--- config.mk ---
export PLATFORM = sky130hd
export DESIGN_NAME = apb_slave
export DESIGN_NICKNAME = d
export VERILOG_FILES = /design/src/rtl/apb_slave.sv
export SDC_FILE = /design/constraint.sdc
export NUM_CORES = 1
export LEC_CHECK = 0
export BUFFER_PORTS_ARGS = -buffer_cell sky130_fd_sc_hd__buf_2
export CAP_MARGIN = 20
export CELL_PAD_IN_SITES_DETAIL_PLACEMENT = 0
export CELL_PAD_IN_SITES_GLOBAL_PLACEMENT = 2
export CORE_ASPECT_RATIO = 1.2
export CORE_UTILIZATION = 44
export DETAILED_ROUTE_END_ITERATION = 16
export GPL_TIMING_DRIVEN = 0
export PLACE_DENSITY = 0.84
export SLEW_MARGIN = 20
export SYNTH_ARGS = -nofsm -noshare
export SYNTH_HDL_FRONTEND = slang
export SYNTH_SLANG_ARGS = --single-unit
--- constraint.sdc ---
create_clock -name pclk -period 4.2 [get_ports pclk]
set_input_delay 0.21 -clock pclk [delete_from_list [all_inputs] [get_ports pclk]]
set_output_delay 0.21 -clock pclk [all_outputs]
set_load 0.01 [all_outputs]
--- src/rtl/apb_slave.sv ---
// APB register-file slave: DEPTH x DATA_WIDTH registers with an error response for out-of-range addresses.
// Optional wait-state insertion is enabled by defining SLAVE_WAIT_EN (WAIT_STATES extra access cycles).
module apb_slave #(
    parameter int ADDR_WIDTH  = 8,
    parameter int DATA_WIDTH  = 8,
    parameter int DEPTH       = 16,
    parameter int WAIT_STATES = 2
) (
    input  logic                  pclk,
    input  logic                  prst_n,
    input  logic                  pselx,
    input  logic                  penable,
    input  logic                  pwrite,
    input  logic [ADDR_WIDTH-1:0] paddr,
    input  logic [DATA_WIDTH-1:0] pwdata,
    output logic [DATA_WIDTH-1:0] prdata,
    output logic                  pready,
    output logic                  pslverr
);

    localparam int IDX_W = (DEPTH > 1) ? $clog2(DEPTH) : 1;
    localparam int CMP_W = (ADDR_WIDTH > 32) ? ADDR_WIDTH + 1 : 33;

    typedef enum logic [1:0] {
        IDLE,
        ACCESS
`ifdef SLAVE_WAIT_EN
        , WAIT
`endif
    } state_e;

    state_e                state_q, state_d;
    logic [DATA_WIDTH-1:0] regs_q [DEPTH];
    logic [DATA_WIDTH-1:0] regs_d [DEPTH];
`ifdef SLAVE_WAIT_EN
    logic [3:0]            cnt_q, cnt_d;
`endif

    logic             complete;
    logic             addr_ok;
    logic [IDX_W-1:0] idx;

    // Full-width unsigned compare: an address never aliases onto a legal register.
    assign addr_ok = CMP_W'(paddr) < CMP_W'(DEPTH);
    assign idx     = IDX_W'(paddr);

    // NOTE: every signal written here gets a default first, so no path leaves it unassigned and no latch is inferred.
    always_comb begin
        state_d  = state_q;
        regs_d   = regs_q;
        complete = 1'b0;
        prdata   = '0;
        pready   = 1'b0;
        pslverr  = 1'b0;
`ifdef SLAVE_WAIT_EN
        cnt_d    = cnt_q;
`endif

        case (state_q)
            IDLE: begin
                if (pselx && !penable) begin
                    state_d = ACCESS;
`ifdef SLAVE_WAIT_EN
                    cnt_d   = 4'(WAIT_STATES);
`endif
                end
            end
            ACCESS: begin
                if (!pselx) begin
                    state_d = IDLE;
                end else if (penable) begin
`ifdef SLAVE_WAIT_EN
                    // This cycle already counts as one wait, so WAIT is only entered for the remainder.
                    if (cnt_q != 4'd0) begin
                        cnt_d   = cnt_q - 4'd1;
                        state_d = (cnt_q == 4'd1) ? ACCESS : WAIT;
                    end else begin
                        complete = 1'b1;
                    end
`else
                    complete = 1'b1;
`endif
                end
            end
`ifdef SLAVE_WAIT_EN
            WAIT: begin
                if (!pselx) begin
                    state_d = IDLE;
                end else if (penable) begin
                    cnt_d = (cnt_q != 4'd0) ? cnt_q - 4'd1 : 4'd0;
                    if (cnt_q <= 4'd1) begin
                        state_d = ACCESS;
                    end
                end
            end
`endif
            default: state_d = IDLE;
        endcase

        if (complete) begin
            state_d = IDLE;
            pready  = 1'b1;
            if (!addr_ok) begin
                pslverr = 1'b1;
            end else if (pwrite) begin
                regs_d[idx] = pwdata;
            end else begin
                prdata = regs_q[idx];
            end
        end

        // Outputs stay quiet while reset is held, whatever state the flops hold.
        if (!prst_n) begin
            prdata  = '0;
            pready  = 1'b0;
            pslverr = 1'b0;
        end
    end

    // NOTE: sequential state uses non-blocking assignments so every flop samples pre-edge values.
    always_ff @(posedge pclk) begin
        if (!prst_n) begin
            state_q <= IDLE;
            // NOTE: the register file is reset explicitly; it is flop-based, not a RAM macro.
            regs_q  <= '{default: '0};
`ifdef SLAVE_WAIT_EN
            cnt_q   <= 4'd0;
`endif
        end else begin
            state_q <= state_d;
            regs_q  <= regs_d;
`ifdef SLAVE_WAIT_EN
            cnt_q   <= cnt_d;
`endif
        end
    end

endmodule

== Word level (Yosys, flattened, before mapping) ==
Index checks and enable logic that the tools add are counted.

* Magnitude comparators: 3
* Equal/unequal tests: 3
* Multiplexer cells: 21
* Bitwise gates (word level): 2
* Reduce and logical (&&, ||, !) cells: 7

{| class="wikitable"
|+ Operators with widths
! cell !! count
|-
| bitwise mux 128 bit || 1
|-
| 2-to-1 mux 8 bit || 7
|-
| binary-select mux 8 bit (select 4 bit) || 1
|-
| demux 8 bit (select 4 bit) || 1
|-
| less-than comparator 8 x 5 -> 1 bit (second input constant) || 1
|-
| 2-to-1 mux 1 bit || 8
|-
| greater-or-equal comparator 5 bit (second input constant) || 1
|-
| less-than comparator 5 x 1 -> 1 bit (second input constant) || 1
|-
| inverter 4 -> 5 bit || 1
|-
| 2-to-1 mux 2 bit || 2
|-
| != test 2 bit (second input constant) || 2
|-
| case mux 2 bit (2 select lines) || 1
|-
| AND reduction 3 bit || 1
|-
| equality test 2 x 1 -> 1 bit (second input constant) || 1
|-
| logical AND 1 bit || 2
|-
| zero test 2 bit || 1
|-
| AND reduction 2 bit || 1
|-
| OR reduction 2 bit || 1
|-
| zero test 1 bit || 1
|-
| inverter 1 bit || 1
|}

* Flip-flop bits (word level): 130
* Word-level logic and storage cells: 53

== Logic depth before layout (Yosys ltp) ==
* Word-level depth: 8
* Mapped depth: 6
* Depth with buffers taken out: 4

== Worst setup path after synthesis ==
No wires, ideal clock.

* Path type: input-to-output
* Start point: input port paddr[3]
* End point: output port prdata[0]
* Arrival: 1492 ps
* Required time: 3990 ps
* Slack: 2498 ps
* Stages on the path: 5
* Buffers on the path: 2
* Cells stage by stage: buf_2 > buf_2 > mux4_2 > mux2i_1 > o22ai_1

* Cells in the longest elaborated chain, start to end: 8

{| class="wikitable"
|+ Ends and longest elaborated chain
! element !! line !! RTL
|-
| from (decl) || 14 || <nowiki>input logic [ADDR_WIDTH-1:0] paddr,</nowiki>
|-
| inverter 4 -> 5 bit (not written as such) || 108 || <nowiki>prdata = regs_q[idx];</nowiki>
|-
| binary-select mux 8 bit (select 4 bit) || 108 ||
|-
| 2-to-1 mux 8 bit (not written as such) (2 in series) || 108 ||
|-
| 2-to-1 mux 8 bit || 105 || <nowiki>end else if (pwrite) begin</nowiki>
|-
| 2-to-1 mux 8 bit * || 103 || <nowiki>if (!addr_ok) begin</nowiki>
|-
| 2-to-1 mux 8 bit * || 100 || <nowiki>if (complete) begin</nowiki>
|-
| 2-to-1 mux 8 bit * || 113 || <nowiki>if (!prst_n) begin</nowiki>
|-
| to (decl) || 16 || <nowiki>output logic [DATA_WIDTH-1:0] prdata,</nowiki>
|}

Mark *: on every way between the ends. The rest lies on a longest branch, timed or not. The select of a mux whose other input is x is not followed.

== Worst setup path after layout ==
* Start point: input port penable
* End point: output port prdata[5]

* Cells in the longest elaborated chain, start to end: 5

{| class="wikitable"
|+ Ends and longest elaborated chain
! element !! line !! RTL
|-
| from (decl) || 12 || <nowiki>input logic penable,</nowiki>
|-
| 2-to-1 mux 1 bit || 71 || <nowiki>end else if (penable) begin</nowiki>
|-
| 2-to-1 mux 1 bit || 69 || <nowiki>if (!pselx) begin</nowiki>
|-
| 2-to-1 mux 1 bit || 59 || <nowiki>case (state_q)</nowiki>
|-
| 2-to-1 mux 8 bit || 100 ||
|-
| 2-to-1 mux 8 bit || 113 ||
|}

No other way between the ends.

==> results.yml <==
floorplanning:
  fp.coreArea_mm2: 0.0128
  die_w_um: 107
  die_height_um: 128
  rows: 45
  initial_utilization_pct: 45.4
  boundaryPins: 31
  fp.dieArea_mm2: 0.0136
timing:
  min_period_over_period_pct: 57.9
  setup-tns-final_ns: 0
  tightest_slew_ns: 1.03
  finalHoldViolCount: 0
  rsz0062_at_grt: "no"
  min_period_ns: 2.43
  skew_ns: 0.00561
  slew_viol_final: 0
  maxSlewHeadroom_pct: 31.2
  setup_viol: 0
  fmax_ghz: 0.411
drt:
  drc_errors: 0
  drt-initial-drc-count: 208
  vias: 4143
  wl_per_cell_um: 21.7
  ant_nets: 0
  first_pass_iters: 4
  wirelength_um: 16300
  vias_per_cell: 5.52
clock_network:
  cts_max_level: 4
  root_buffer: "clkbuf_16"
  post-cts-setup-buffers: 0
  cts.sinks: 129
  clock_latency_ns: 0.42
  cts_buffer_depth: 2
  cts_resized: 0
  cts-hold-fix-buffers: 1
  cts_tree: "done"
  cts_buffers: 17
  clkSlewWorstSetupHoldPaths_ns: 0.05
yosys:
  yosys.area.top_type: "dfxtp_1"
  synthDistinctLibCells: 20
  netlist_instances: 525
  synthFlopType: "dfxtp_1"
  synth_fp_nets: 546
  synth.most_common_cell: "mux2i_1"
  seq_area_frac_synth_pct: 44.5
  syn_avg_cell_area_um2: 11.0
  ys_seq_elements: 129
  yosys-top-cells-count: "mux2i_1, nand2_1, dfxtp_1"
  yosys_warnings: 0
  netlist_area_mm2: 0.00580
  synth_top_area_share_pct: 44.5
  ys_async_sr_fraction_pct: 0
  synth_edf_count: 0
  synthTopCellsByArea: "dfxtp_1, mux2i_1, mux4_2, nand2_1, nand4_2"
worst_hold_path:
  hold_path_end: "state_q[0]"
  hp-start: "pselx"
  whs_path_depth: 3
  hold_path_class: "in -> reg"
setup_path:
  r2r_cells: 5
  max_stage_delay_ns: 0.52
  r2r_end: "regs_q[8]"
  critical_path_arrival_ns: 2.22
  worstSetupEndpointType: "primary output"
  required_ns: 3.99
  setup.worst_path.class: "in -> out"
  critical_path.cell_chain: "dlygate4sd3_1 > buf_2 > nand4_1 > inv_1 > nand4b_1 > o22ai_1 > buf_2"
  reg2reg_slack_ns: 2.37
  reg2reg_from: "state_q[0]"
  cp_slowest_cell: "dlygate4sd3_1"
  cp-start-kind: "primary input"
  crit_top_cell: "buf_2"
  critPathMaxFanout: 8
global_route:
  antenna_found_initial: 0
  grt-ovfl-total: 0
  grt_pass1_wl_um: 25100
  grt_pass1_vias: 4353
  track_usage_pct: 25.9
  grt_max_degree: 17
layout:
  syn_to_final_growth_pct: 16.4
  fin_area_mm2: 0.00675
  drive_above_1_share_pct: 20.8
  antenna_cells: 0
  finalNetCount: 594
placement:
  dpl.hpwl_um: 11000
  port_buffers: 28
  place_congestion: 0.768
  place_area_mm2: 0.00614
power:
  powerDensity_mw_per_mm2: 422
  ir_drop_mv: 0.249
  power_leakage_nw: 3.25
flow_run:
  cap_violations: 0
run_status:
  outcome: "completed"
[kinds of logic (layout without fill, tap and decap cells)]
kind of cell | count (synthesis) | after routing | synth area share [%]
multiplexers | 176 | 176 | 37.3
AND/OR/NAND/NOR | 168 | 168 | 13.9
AO/OA/AOI/OAI | 8 | 8 | 0.863
flip-flops | 129 | 129 | 44.5
buffers and inverters | 44 | 105 | 3.43
[cell usage in the layout (no fill, tap or decap), types with 4 or more instances in the layout]
cell	instances
buf_2	40
buf_4	5
clkbuf_1	27
clkbuf_16	17
clkinv_2	6
dfxtp_1	129
mux2i_1	144
mux4_2	32
nand2_1	137
nand4_2	14
nor2_1	4
nor2b_1	4
o22ai_1	8
[area by class of cell]
class	count	area, um^2
sequential	129	2580
buffer	43	195
tap	164	205
fill	1145	6030
clock inverter	11	136
timing repair buffer	29	150
clock buffer	21	460
inverter	1	3.75
multi-input combinational	352	3020
[per-stage QoR]
step | hold slack [ns] | total power, W | util (%) | worst slack (ns) | instances
final | 0.0251 | 0.00285 | 52.8 | 1.77 | 750
after CTS | 0.0101 | 0.00287 | 52.8 | 1.80 | 750
after floorplan | 0.282 | 0.00133 | - | 2.50 | 525
after detailed placement | 0.404 | 0.00139 | 48.1 | 1.81 | 717
after global placement | 0.399 | 0.00138 | 48.1 | 1.80 | 717
after global routing | 0.0454 | 0.00293 | 52.8 | 1.71 | 750
[metal layers]
metal	part of all wire, %	vias up	track usage, %
li1	-	1968	-
met1	44	2052	32.4
met2	48	92	42.7
met3	4.6	31	5.64
met4	2.8	0	12.2
met5	0	-	0
[how the worst max path moves through the flow]
stage / cells past startpoint / slack (ns) / startpoint / end
2_1_floorplan: 5 / 2.50 / paddr[3] / prdata[0]
3_3_place_gp: 6 / 1.80 / paddr[1] / prdata[3]
3_5_place_dp: 7 / 1.81 / paddr[0] / prdata[3]
4_1_cts: 7 / 1.80 / penable / prdata[5]
5_1_grt: 7 / 1.71 / penable / prdata[5]
6_report: 7 / 1.77 / penable / prdata[5]
[state kept, by name (all words and copies together), names as in the netlist]
register  flops
regs_q      128
state_q       1
[report_power, final]
| group | switching (W) | internal, W |
|---|---|---|
| Sequential | 0.000000170 | 0.00122 |
| Clock | 0.000534 | 0.000957 |
| Combinational | 0.0000976 | 0.0000370 |
[worst max-delay path, delay by kind of cell]
| kind | cells | cell delay [ns] |
|---|---|---|
| AND/OR/NAND/NOR | 2 | 0.62 |
| buffers and inverters | 4 | 0.93 |
| AO/OA/AOI/OAI | 1 | 0.45 |
No activity file was read; power rests on OpenSTA's default activity.
